--- config.mk ---
export PLATFORM = sky130hd
export DESIGN_NAME = qc_ldpc_encoder
export DESIGN_NICKNAME = d
export VERILOG_FILES = /design/src/rtl/qc_ldpc_encoder.sv
export SDC_FILE = /design/constraint.sdc
export NUM_CORES = 2
export LEC_CHECK = 0
export CAP_MARGIN = 20
export CORE_MARGIN = 5
export CORE_UTILIZATION = 50
export CTS_BUF_LIST = sky130_fd_sc_hd__clkbuf_2
export CTS_CLUSTER_DIAMETER = 200
export DETAILED_ROUTE_END_ITERATION = 8
export PLACE_DENSITY = 0.79
export SLEW_MARGIN = 10
export SYNTH_ARGS = -nofsm -noshare
export SYNTH_HDL_FRONTEND = slang
export SYNTH_SLANG_ARGS = --single-unit
--- constraint.sdc ---
create_clock -name clk -period 5.5 [get_ports clk]
set_clock_uncertainty 0.1 [all_clocks]
set_input_delay 1.1 -clock clk [delete_from_list [all_inputs] [get_ports clk]]
set_output_delay 1.1 -clock clk [all_outputs]
set_load 0.01 [all_outputs]
--- src/rtl/qc_ldpc_encoder.sv ---
// QC-LDPC encoder: accumulates rotated info blocks per layer, then streams the
// dual-diagonal parity blocks (p_0 = s_0, p_r = s_r ^ p_(r-1)).
module qc_ldpc_encoder #(
    parameter int Z  = 88,
    parameter int KB = 24,
    parameter int MB = 16
) (
    input  logic                  clk,
    input  logic                  reset_n,
    input  logic                  start,
    input  logic                  in_valid,
    output logic                  in_ready,
    input  logic [Z-1:0]          in_data,
    output logic [$clog2(MB)-1:0] shift_row,
    output logic [$clog2(KB)-1:0] shift_col,
    input  logic [6:0]            shift_value,
    output logic                  out_valid,
    input  logic                  out_ready,
    output logic [Z-1:0]          out_data,
    output logic                  busy,
    output logic                  done
);
    localparam int RW = $clog2(MB);
    localparam int CW = $clog2(KB);
    localparam logic [RW-1:0] ROW_LAST = RW'(MB - 1);
    localparam logic [CW-1:0] COL_LAST = CW'(KB - 1);

    typedef enum logic [1:0] {IDLE, WAIT_INFO, ACCUM, OUTPUT} state_t;

    state_t               state_q, state_d;
    logic [MB-1:0][Z-1:0] acc_q, acc_d;
    logic [Z-1:0]         prev_q, prev_d;
    logic [Z-1:0]         info_q, info_d;
    logic [RW-1:0]        row_q, row_d;
    logic [CW-1:0]        col_q, col_d;
    logic                 done_q, done_d;

    logic [2*Z-1:0]       rot_wide;
    logic [Z-1:0]         rot;
    logic                 shift_live;
    logic [Z-1:0]         parity;

    // Doubling the block turns the cyclic rotation into a plain right shift.
    assign rot_wide   = {info_q, info_q} >> shift_value;
    assign rot        = rot_wide[Z-1:0];
    assign shift_live = int'(shift_value) < Z;
    assign parity     = acc_q[row_q] ^ ((row_q == '0) ? '0 : prev_q);

    assign in_ready  = (state_q == WAIT_INFO);
    assign out_valid = (state_q == OUTPUT);
    assign out_data  = (state_q == OUTPUT) ? parity : '0;
    assign shift_row = (state_q == ACCUM) ? row_q : '0;
    assign shift_col = (state_q == ACCUM) ? col_q : '0;
    assign busy      = (state_q != IDLE);
    assign done      = done_q;

    always_comb begin
        state_d = state_q;
        acc_d   = acc_q;
        prev_d  = prev_q;
        info_d  = info_q;
        row_d   = row_q;
        col_d   = col_q;
        done_d  = 1'b0;
        unique case (state_q)
            IDLE: begin
                if (start) begin
                    acc_d   = '0;
                    prev_d  = '0;
                    col_d   = '0;
                    state_d = WAIT_INFO;
                end
            end
            WAIT_INFO: begin
                if (in_valid) begin
                    info_d  = in_data;
                    row_d   = '0;
                    state_d = ACCUM;
                end
            end
            ACCUM: begin
                if (shift_live) begin
                    acc_d[row_q] = acc_q[row_q] ^ rot;
                end
                if (row_q == ROW_LAST) begin
                    if (col_q == COL_LAST) begin
                        row_d   = '0;
                        state_d = OUTPUT;
                    end else begin
                        col_d   = col_q + CW'(1);
                        state_d = WAIT_INFO;
                    end
                end else begin
                    row_d = row_q + RW'(1);
                end
            end
            OUTPUT: begin
                if (out_ready) begin
                    prev_d = parity;
                    if (row_q == ROW_LAST) begin
                        row_d   = '0;
                        done_d  = 1'b1;
                        state_d = IDLE;
                    end else begin
                        row_d = row_q + RW'(1);
                    end
                end
            end
            default: state_d = IDLE;
        endcase
    end

    always_ff @(posedge clk or negedge reset_n) begin
        if (!reset_n) begin
            state_q <= IDLE;
            acc_q   <= '0;
            prev_q  <= '0;
            info_q  <= '0;
            row_q   <= '0;
            col_q   <= '0;
            done_q  <= 1'b0;
        end else begin
            state_q <= state_d;
            acc_q   <= acc_d;
            prev_q  <= prev_d;
            info_q  <= info_d;
            row_q   <= row_d;
            col_q   <= col_d;
            done_q  <= done_d;
        end
    end
endmodule
==> results.sh <==
export IMPL_crit_buf_inv=6
export IMPL_clkLatencyLatePin_ns=1.88
export IMPL_cts_tree="done"
export IMPL_hold_viol_final=0
export IMPL_area_growth_syn_to_layout_pct=17.2
export IMPL_crit_path_start_kind="flop"
export IMPL_grt_pass1_vias=66598
export IMPL_antenna_found_initial=8
export IMPL_worstMarginPinSlew_ns=1.21
export IMPL_crit_start="row_q[0]"
export IMPL_timing_final_ws_setup_ns=-0.395
export IMPL_firstDrtPassIters=7
export IMPL_setup_viol=81
export IMPL_path_clk_slew_ns=0.11
export IMPL_cts_num_sinks=1596
export IMPL_p_leak_uw=0.0420
export IMPL_worstPathMaxFanout=6
export IMPL_avgSynthCellArea_um2=12.2
export IMPL_cp_slowest_stage_delay_ns=0.63
export IMPL_hold_ws_ns=0.252
export IMPL_cpLargestDelayFamily="multiplexers"
export IMPL_fp_dieH_um=405
export IMPL_pwr_share_comb=0.498
export IMPL_drt_total_wl_um=288000
export IMPL_drt_iter0_markers=8698
export IMPL_start_util=0.502
export IMPL_viasPerCell=6.84
export IMPL_synthesis_nets=6515
export IMPL_clockBufferDepth=4
export IMPL_pin_count=201
export IMPL_critical_path_required_ns=4.30
export IMPL_vias=64288
export IMPL_setup_tns_ns=-18.59
export IMPL_grt_pass1_wl_um=427000
export IMPL_violations="setup timing"
export IMPL_criticalPathCategory="reg -> out"
export IMPL_htree_levels=5
export IMPL_fmax_mhz=170
export IMPL_ir_worst_vdd_mv=0.507
export IMPL_root_buffer="clkbuf_2"
export IMPL_rsz0062_at_grt="yes"
export IMPL_synth_edf_count=0
export IMPL_grt_max_degree=157
export IMPL_synth_top_cell_area_share=0.512
export IMPL_seq_power_share=0.335
export IMPL_wl_per_cell_um=30.6
export IMPL_final_period_utilization=1.07
export IMPL_grt_use_total=0.349
export IMPL_n_fill_cell=11923
export IMPL_syn_inst=6410
export IMPL_drv_cap=0
export IMPL_relSlewSlack=0.193
export IMPL_synth_yosys_seq_area_share=0.512
export IMPL_fin_nets=7181
export IMPL_routabilityCongestion=1.04
export IMPL_hold_start="shift_value[4]"
export IMPL_hold_class="in -> reg"
export IMPL_port_buffers=200
export IMPL_remaining_drc_errors=0
export IMPL_clkPwrFrac=0.167
export IMPL_ant_nets=0
export IMPL_netSwitchingFraction=0.450
export IMPL_synth_cell_type_count=66
export IMPL_die_area_um2=164000
export IMPL_path_cells="buf_12 > buf_16 > buf_12 > buf_12 > buf_16 > mux4_2 > mux4_2 > xor2_1 > nor2_1 > buf_2"
export IMPL_endpoint_kind="primary output"
export IMPL_powerDensity_nw_per_um2=532
export IMPL_arrival_ns=4.70
export IMPL_yosysWarnings=0
export IMPL_place_hpwl_um=172000
export IMPL_rr_startpoint="info_q[50]"
export IMPL_slowest_stage="mux4_2"
export IMPL_synth_area_um2=78100
export IMPL_grt_overflow=0
export IMPL_period_minus_slack_ns=5.90
export IMPL_ys_seq_elements=1596
export IMPL_synth_flop_cell="dfrtp_1"
export IMPL_p_switching_uw=21900
export IMPL_ys_async_sr_fraction=1.00
export IMPL_ys_top_cells_by_area="dfrtp_1 (51%), mux4_2 (18%), a22o_1 (8.0%), nand2_1 (5.5%), o21ai_0 (4.4%)"
export IMPL_std_cell_rows=145
export IMPL_drive_above_1_share=0.295
export IMPL_numCtsBuffers=406
export IMPL_p_int_uw=26800
export IMPL_chipWidth_um=405
export IMPL_yosys_area_top_type="dfrtp_1"
export IMPL_core_region_area_um2=156000
export IMPL_status="complete, but fails checks"
export IMPL_cpMostUsedCell="buf_12"
export IMPL_slew_viol_final=0
## path summary, 6_finish.rpt
kind                                end  slack, ns  cells after the start
min reg2reg                  prev_q[43]       0.37                      2
max                        out_data[47]      -0.40                     10
min in group asynchronous   acc_q[1236]       0.54                      4
min                          acc_q[157]       0.25                      5
max in group asynchronous    prev_q[40]       3.71                      4
max reg2reg                  acc_q[747]       1.44                     10
## kinds of logic (layout without fill, tap and decap cells)
family,count (synthesis),after routing,synth area share
compound gates,1693,1693,0.152
xor+xnor,177,177,0.0200
fa+ha+maj,5,5,0.000801
buf+inv,653,1582,0.0340
flops,1596,1596,0.512
mux,866,866,0.211
other cells,0,8,0
simple gates,1420,1420,0.0712
## state kept, by name, summed over array words and instances (netlist names)
signal and count:
info_q 88, state_q 2, row_q 4, done 1, prev_q 88, col_q 5, acc_q 1408
## cell usage after synthesis, drive strengths merged (83+ instances only)
cell type and count:
dfrtp 1596, buf 167, mux2i 109, o21ai 713, a22o 716, nor2 176, clkbuf 467, nand2 1140
a22oi 83, mux2 149, mux4 608, xor2 138
## placed cells by master (no fill, tap or decap), types with 9 or more instances in the layout
cell type / n
o31ai_1: 13
a22o_1: 716
dfrtp_1: 1591
dlygate4sd3_1: 94
nand2_1: 1112
nor2_2: 14
o21ai_1: 26
xor2_1: 127
xor2_2: 9
clkdlybuf4s50_1: 106
inv_1: 15
clkbuf_2: 564
o21ai_0: 687
mux4_2: 608
buf_6: 27
buf_16: 29
nand2_4: 21
o211ai_1: 19
clkinv_2: 15
a21oi_1: 33
clkinv_1: 82
xnor2_2: 14
buf_4: 433
o22ai_1: 23
buf_12: 105
a22oi_2: 18
buf_2: 69
xnor2_1: 25
and2_1: 14
mux2_2: 149
nand3_1: 23
nand4_1: 20
nor2_1: 150
o22a_1: 9
a22oi_1: 65
nor2_4: 12
buf_8: 16
mux2i_1: 109
a221o_1: 17
## worst reg2reg max path, stage by stage (launching register included)
cell and delay, ns:
dfrtp_1 0.59, mux4_2 0.39, mux2i_1 0.16, mux4_2 0.55, buf_4 0.18, o2bb2ai_1 0.11, nor3_1 0.86, buf_4 0.34
xor2_1 0.21, buf_4 0.25, a22o_1 0.16
## metrics by stage
stage,util,std cells,instance area (um2),setup slack (ns),total power [uW]
3_3_place_gp,0.540,8382,84000,0.171,36700
2_1_floorplan,-,6410,78100,0.850,28200
4_1_cts,0.582,9321,90600,-0.561,47000
5_1_grt,0.588,9401,91500,-0.577,50300
3_5_place_dp,0.540,8384,84000,0.0896,37300
6_report,0.588,9405,91500,-0.395,48700
## power groups by stage
| stage | Combinational, uW | Sequential [uW] | Clock (uW) |
|---|---|---|---|
| detailed placement | 20800 | 16500 | 0 |
| global placement | 20400 | 16300 | 0 |
| global route | 25000 | 16500 | 8810 |
| CTS | 22800 | 16100 | 8100 |
| floorplan | 12800 | 15400 | 0 |
| finish | 24200 | 16300 | 8140 |
## cell type report
cell class              instances  area, um2  area share
diodes                          8       20.0    0.000219
clock buffers                 562       2810      0.0308
clock inverters               109        643     0.00703
inverters                      19       73.8    0.000807
multi-input cells            4161      36100       0.395
flip-flops and latches       1596      40000       0.437
well taps                    2058       2570      0.0282
repair buffers                892       9240       0.101
## per-layer routing
metal	routed length, um	track usage	vias up
met5	0	0.00149	-
met4	25200	0.252	0
met3	42700	0.141	1430
met2	125000	0.507	5405
met1	95000	0.422	32107
li1	-	-	25346
## repair_timing
item                       in CTS  in global routing
hold buffers                   95                  0
gates resized for setup       473                 82
hold endpoints to repair     1508                  0
buffers inserted              148                 66
setup endpoints to repair      96                 88
pin swaps                      37                 45
cloned                         23                  4
Note: power is estimated with default switching activity, not from simulation.
